$ cat src/rtl/quad_decoder.sv
// quad_decoder: quadrature A/B position decoder. Each asynchronous input is
// synchronised and glitch-filtered, then the filtered {A,B} pair is decoded
// into up/down steps that drive a WIDTH-bit modulo position count.
// Optional feature macro: QDEC_INDEX_CLR_EN -- when defined, a filtered 0->1
// edge on the index input qz clears the count (a coinciding load still wins).

// Per-input front end: synchroniser chain followed by a run-length filter.
module quad_decoder_chan #(
  parameter int SYNC_STAGES = 2,
  parameter int FILT_LEN    = 3
) (
  input  logic clk,
  input  logic rst,
  input  logic din,
  output logic synced,
  output logic filt,
  output logic filt_next
);
  localparam int CW = $clog2(FILT_LEN + 1);
  localparam logic [CW-1:0] RUN_ONE  = CW'(32'd1);
  localparam logic [CW-1:0] RUN_LAST = CW'(FILT_LEN);

  logic [SYNC_STAGES-1:0] sync_r;
  logic [CW-1:0]          run_r;
  logic                   filt_r;
  logic [CW-1:0]          run_next_s;
  logic                   filt_next_s;

  // Filter decision: adopt the synced level once it has differed for FILT_LEN samples.
  always_comb begin
    run_next_s  = {CW{1'b0}};
    filt_next_s = filt_r;
    if (sync_r[SYNC_STAGES-1] == filt_r) begin
      run_next_s = {CW{1'b0}};
    end else if (run_r + RUN_ONE == RUN_LAST) begin
      run_next_s  = {CW{1'b0}};
      filt_next_s = sync_r[SYNC_STAGES-1];
    end else begin
      run_next_s = run_r + RUN_ONE;
    end
  end

  // Synchroniser shift and filter state registers.
  always_ff @(posedge clk) begin
    if (!rst) begin
      sync_r <= {SYNC_STAGES{1'b0}};
      run_r  <= {CW{1'b0}};
      filt_r <= 1'b0;
    end else begin
      sync_r <= {sync_r[SYNC_STAGES-2:0], din};
      run_r  <= run_next_s;
      filt_r <= filt_next_s;
    end
  end

  assign synced    = sync_r[SYNC_STAGES-1];
  assign filt      = filt_r;
  assign filt_next = filt_next_s;
endmodule

module quad_decoder #(
  parameter int WIDTH       = 16,
  parameter int SYNC_STAGES = 2,
  parameter int FILT_LEN    = 3
) (
  input  logic             clk,
  input  logic             rst,
  input  logic             qa,
  input  logic             qb,
  input  logic             qz,
  input  logic             load,
  input  logic [WIDTH-1:0] data,
  output logic [WIDTH-1:0] data_out,
  output logic             step,
  output logic             dir,
  output logic             err
);
  localparam int CW = $clog2(FILT_LEN + 1);
  localparam logic [CW-1:0]    RUN_ONE   = CW'(32'd1);
  localparam logic [CW-1:0]    RUN_LAST  = CW'(FILT_LEN);
  localparam logic [WIDTH-1:0] COUNT_ONE = WIDTH'(32'd1);

  // Position of an {A,B} pair within one quadrature cycle (A leads B going up).
  function automatic logic [1:0] quad_phase(input logic [1:0] ab);
    case (ab)
      2'b00:   quad_phase = 2'd0;
      2'b10:   quad_phase = 2'd1;
      2'b11:   quad_phase = 2'd2;
      2'b01:   quad_phase = 2'd3;
      default: quad_phase = 2'd0;
    endcase
  endfunction

  logic a_sync_s, a_filt_s, a_next_s;
  logic b_sync_s, b_filt_s, b_next_s;
  logic z_rise_s;

  quad_decoder_chan #(.SYNC_STAGES(SYNC_STAGES), .FILT_LEN(FILT_LEN)) u_chan_a (
    .clk(clk), .rst(rst), .din(qa),
    .synced(a_sync_s), .filt(a_filt_s), .filt_next(a_next_s)
  );

  quad_decoder_chan #(.SYNC_STAGES(SYNC_STAGES), .FILT_LEN(FILT_LEN)) u_chan_b (
    .clk(clk), .rst(rst), .din(qb),
    .synced(b_sync_s), .filt(b_filt_s), .filt_next(b_next_s)
  );

`ifdef QDEC_INDEX_CLR_EN
  logic z_sync_unused_s, z_filt_s, z_next_s;

  quad_decoder_chan #(.SYNC_STAGES(SYNC_STAGES), .FILT_LEN(FILT_LEN)) u_chan_z (
    .clk(clk), .rst(rst), .din(qz),
    .synced(z_sync_unused_s), .filt(z_filt_s), .filt_next(z_next_s)
  );

  assign z_rise_s = z_next_s & ~z_filt_s;
`else
  logic qz_unused_s;

  assign qz_unused_s = qz;
  assign z_rise_s    = 1'b0;
`endif

  logic [WIDTH-1:0] count_r;
  logic             step_r, dir_r, err_r, primed_r;
  logic [CW-1:0]    prime_cnt_r;

  logic [1:0]    cur_ab_s, next_ab_s, delta_s;
  logic          up_s, down_s, bad_s;
  logic          primed_next_s;
  logic [CW-1:0] prime_cnt_next_s;

  // Decode the filtered {A,B} change on this edge into up, down or illegal.
  always_comb begin
    cur_ab_s  = {a_filt_s, b_filt_s};
    next_ab_s = {a_next_s, b_next_s};
    delta_s   = quad_phase(next_ab_s) - quad_phase(cur_ab_s);
    up_s      = 1'b0;
    down_s    = 1'b0;
    bad_s     = 1'b0;
    if (primed_r && (next_ab_s != cur_ab_s)) begin
      case (delta_s)
        2'd1:    up_s   = 1'b1;
        2'd3:    down_s = 1'b1;
        2'd2:    bad_s  = 1'b1;
        default: bad_s  = 1'b0;
      endcase
    end else begin
      up_s = 1'b0;
    end
  end

  // Priming: first filtered update is only captured, or a settled 00 input arms decoding.
  always_comb begin
    primed_next_s    = primed_r;
    prime_cnt_next_s = {CW{1'b0}};
    if (primed_r) begin
      primed_next_s = 1'b1;
    end else if (next_ab_s != cur_ab_s) begin
      primed_next_s = 1'b1;
    end else if ({a_sync_s, b_sync_s} == 2'b00) begin
      if (prime_cnt_r + RUN_ONE == RUN_LAST) begin
        primed_next_s = 1'b1;
      end else begin
        prime_cnt_next_s = prime_cnt_r + RUN_ONE;
      end
    end else begin
      prime_cnt_next_s = {CW{1'b0}};
    end
  end

  // Registered count, event pulses and direction; load beats index clear beats step.
  always_ff @(posedge clk) begin
    if (!rst) begin
      count_r     <= {WIDTH{1'b0}};
      step_r      <= 1'b0;
      dir_r       <= 1'b0;
      err_r       <= 1'b0;
      primed_r    <= 1'b0;
      prime_cnt_r <= {CW{1'b0}};
    end else begin
      primed_r    <= primed_next_s;
      prime_cnt_r <= prime_cnt_next_s;
      step_r      <= up_s | down_s;
      err_r       <= bad_s;
      if (up_s) begin
        dir_r <= 1'b1;
      end else if (down_s) begin
        dir_r <= 1'b0;
      end else begin
        dir_r <= dir_r;
      end
      if (load) begin
        count_r <= data;
      end else if (z_rise_s) begin
        count_r <= {WIDTH{1'b0}};
      end else if (up_s) begin
        count_r <= count_r + COUNT_ONE;
      end else if (down_s) begin
        count_r <= count_r - COUNT_ONE;
      end else begin
        count_r <= count_r;
      end
    end
  end

  assign data_out = count_r;
  assign step     = step_r;
  assign dir      = dir_r;
  assign err      = err_r;
endmodule

$ cat config.mk
export PLATFORM = sky130hd
export DESIGN_NAME = quad_decoder
export DESIGN_NICKNAME = d
export VERILOG_FILES = /design/src/rtl/quad_decoder.sv
export SDC_FILE = /design/constraint.sdc
export NUM_CORES = 1
export LEC_CHECK = 0
export CELL_PAD_IN_SITES_DETAIL_PLACEMENT = 1
export CELL_PAD_IN_SITES_GLOBAL_PLACEMENT = 2
export CORE_AREA = 2 2 87 89
export DETAILED_ROUTE_END_ITERATION = 6
export DIE_AREA = 0 0 89 91
export PLACE_DENSITY = 0.87
export SYNTH_ARGS = -nofsm -noshare
export SYNTH_HDL_FRONTEND = slang
export SYNTH_SLANG_ARGS = --single-unit
$ cat constraint.sdc
create_clock -name clk -period 5.5 [get_ports clk]
set_input_delay 0.825 -clock clk [delete_from_list [all_inputs] [get_ports clk]]
set_output_delay 0.825 -clock clk [all_outputs]
set_load 0.01 [all_outputs]
==> impl_results.md <==
- Status: finished, final reports clean
- Max VDD drop: ~80 uV
- Main combinational cell family by area after synthesis: compound AO/OA/AOI/OAI gates
- Die area: slightly above 0.008 mm2
- Final worst path period share: 0.789
- Fillers: a little under 900
- End of the worst hold path: u_chan_a.run_r[0]
- Core area: just over 0.007 mm2
- Fin util: 0.383
- Nets@finish: between 300 and 400
- Initial Utilization: 0.305
- Main area contributors after synthesis: dfxtp_1 29%, ha_1 14%, nand2_1 6.0%
- Area after DPL: roughly 0.0026 mm2
- RSZ-0062 raised after global routing: false
- Post-synth top cells: 35 x nand2_1, 32 x dfxtp_1, 25 x ha_1
- WHS Path Cells: 1
- Critical path's top delay family: simple AND/OR/NAND/NOR gates
- Initial antenna violation count: 0
- Max-slew headroom: 0.460
- DR iter-0 viols: 43
- Area of the multi-input gates: around 0.0014 mm2
- Routed wire length: 5560 um
- Yosys top cell by area: dfxtp_1
- Layout area overhead: 25.8%
- Core Rows: 31
- Maximum clock insertion buffer count: 2
- RR Startpoint: u_chan_b.run_r[0]
- CP startpoint kind: flop
- Critical path arrival: about 4.6 ns
- Drt via density: around 4.9
- Slowest cell on the critical path: ha_1
- Total Routing Usage GR: 0.147
- Syn_nets: 306
- CP endpoint kind: flop
- Register area: between 600 and 700 um2
- Hold Path Origin: u_chan_a.run_r[0]
- Syn avg cell area: ~8.4 um2
- Cts hold-fix bufs: 0
- Seq cells post-synth: 32
- LEAKAGE: 1.15 nW
- First-pass GRT wire length: 9400 um
- Largest net degree at the start of global routing: 32
- Worst path bufs/invs: 3
- Post-synth EDFFs: 0
- Data required, critical path: between 5 and 6 ns
- Root Driver: clkbuf_8
- Crit path max fanout: 18
- Max Cap Viol: 0
- Wirelength per Cell: between 10 and 15 um
- Cts bufs inserted: 5
- Capture point of the worst reg-to-reg path: data_out[13]
- Pre-antenna DRT Iters: 4
- Final clock skew: approximately 0.0084 ns
- Unique cell type count in the Yosys netlist: 50
- Share of the synthesized area in the top cell type: 0.295
- Final Non-Filler Cells: roughly 400
- Clk slew on worst S/H paths: ~0.07 ns
- Post-synth ARST share: 0
- Cell area after layout: approximately 0.0027 mm2
- DP HPWL: 4110 um
- Placed insts: slightly below 400
- CP Cell Sequence: inv_1, ha_1, mux2_2, inv_1, ha_1, inv_1, ha_1, xor2_1, or3_1, nand2_1, nand2_2, ha_1, nand2_1, or3_1, a21oi_1, o21ai_0, a21o_1, a21oi_1, o221a_2
- DR DRC count: 0
- Remaining global-route overflow: 0
- CTS Sinks: 32
- Io pins: a little over 40
- PwrDens: 215 mW/mm2
- CP Class: flop to flop
- Main synth FF type: dfxtp_1
- Fmax: ~0.23 GHz
- Diode count: 0
- Count of final setup violators: 0
- Compound-Gate Fraction of Synth Area: 0.227
- Top-count cell post-synth: nand2_1
- Chip height: roughly 91 um
- Gpl congestion: just under 0.8
- Mux cell area share after synthesis: 0.0432
- Syn. warnings: 0
- Netlist Area Pre-Place: around 0.0022 mm2
- CTS tree: done
- Routed Antenna Nets: 0
- Die X: slightly below 90 um
- Fin. Hold Viols: 0
- Vias in the first global route: between 2000 and 2500
- Critical Path Max Stage Delay: ~0.5 ns
- FF-to-FF path depth: 19
- Syn Inst Count: roughly 260
- Worst Tran Pin Value: 0.807 ns
- Post-CTS Resized: 0
- Final min period: 4.34 ns
- Power Total: between 0.5 and 0.6 mW
- HP Class: flop to flop
- Worst-skew pair later-pin latency: about 0.29 ns
- Flop2flop setup slack: roughly 1.2 ns
- Post-Synth XOR/XNOR Area: 0.0558
- Ratio of cells with drive above 1 in the final layout: 0.0738
- Via count: roughly 1900
- Setup bufs post-CTS: 0
- Post-synthesis simple-gate area fraction: 0.176
- Most frequent cell on the critical path: ha_1
- Sequential fraction of the synthesis area: 0.295
- Max H-tree Level: 2
- Max-slew violations: 0
- # port buffers: 39
- Post-Synth Adder-Cell Area: 0.153
- Post-Route Setup TNS: 0 ns
[how the worst max path moves through the flow]
stage / startpoint / end / slack, ns / cells after the start
final: u_chan_b.run_r[0] / data_out[13] / 1.16 / 19
after global routing: u_chan_b.run_r[0] / data_out[13] / 0.87 / 19
after CTS: u_chan_b.run_r[0] / data_out[13] / 1.13 / 19
after detailed placement: u_chan_b.run_r[0] / data_out[13] / 1.17 / 19
after global placement: u_chan_b.run_r[0] / data_out[15] / 1.25 / 19
after floorplan: u_chan_b.run_r[0] / data_out[13] / 1.70 / 19
[state kept, by name, indices dropped and copies added (netlist names)]
signal / cells
u_chan_a.filt: 1
u_chan_a.run_r: 2
err: 1
data_out: 16
u_chan_a.sync_r: 2
step: 1
u_chan_b.sync_r: 2
u_chan_b.filt: 1
dir: 1
u_chan_b.run_r: 2
primed_r: 1
prime_cnt_r: 2
[cell usage in the layout (no fill, tap or decap), types with 2 or more instances in the layout]
master           instances
clkdlybuf4s50_1         39
nand2_1                 35
dfxtp_1                 32
ha_1                    25
a21oi_1                 21
o21ai_0                 19
nor2_1                  16
inv_1                   12
xor2_1                   7
and2_1                   7
mux2i_1                  6
a21o_1                   5
a211oi_1                 5
o211a_1                  5
xnor2_1                  5
clkbuf_8                 5
nor2b_1                  4
a22o_1                   4
o21bai_1                 3
nand3b_1                 3
a21boi_0                 3
nand3_1                  3
or3_1                    2
or2_2                    2
nor3_1                   2
o311ai_0                 2
clkinv_2                 2
buf_4                    2
[kinds of logic after synthesis]
group           after synthesis
simple gates                 81
compound gates               75
flops                        32
fa+ha+maj                    26
buf+inv                      23
xor+xnor                     13
mux                           8
[per-layer routing]
metal  vias up  GRT usage  share of wire
li1        987          -              -
met1       920      0.191           0.47
met2        27      0.249           0.48
met3         7     0.0236          0.031
met4         0     0.0373          0.011
met5         -          0              0
[metrics by stage]
stage,hold WS [ns],setup WS (ns)
3_3_place_gp,0.399,1.25
5_1_grt,0.437,0.873
2_1_floorplan,0.392,1.70
4_1_cts,0.417,1.13
6_report,0.411,1.16
3_5_place_dp,0.405,1.17
[final cells by class]
cell class	count	area share
clock buffers	5	0.0252
clock inverters	3	0.00686
inverters	14	0.0192
multi-input cells	203	0.521
flip-flops and latches	32	0.234
well taps	99	0.0453
repair buffers	41	0.148
[worst reg2reg max path: cells and delay by family, from the launching register on]
kind	cells	cell delay (ns)
adders and majority gates	4	1.21
DFF	1	0.33
and+or+nand+nor	5	1.23
AOI/OAI and AO/OA	5	0.95
xor gates and xnor gates	1	0.16
muxes	1	0.28
buffers and inverters	3	0.13
[where the power goes]
| part | total (mW) | internal, mW | switching, mW |
|---|---|---|---|
| Combinational | 0.147 | 0.0749 | 0.0725 |
| Clock | 0.185 | 0.0882 | 0.0969 |
| Sequential | 0.255 | 0.244 | 0.0104 |
| Total | 0.587 | 0.407 | 0.180 |
Power figures use the tool's default switching activity.
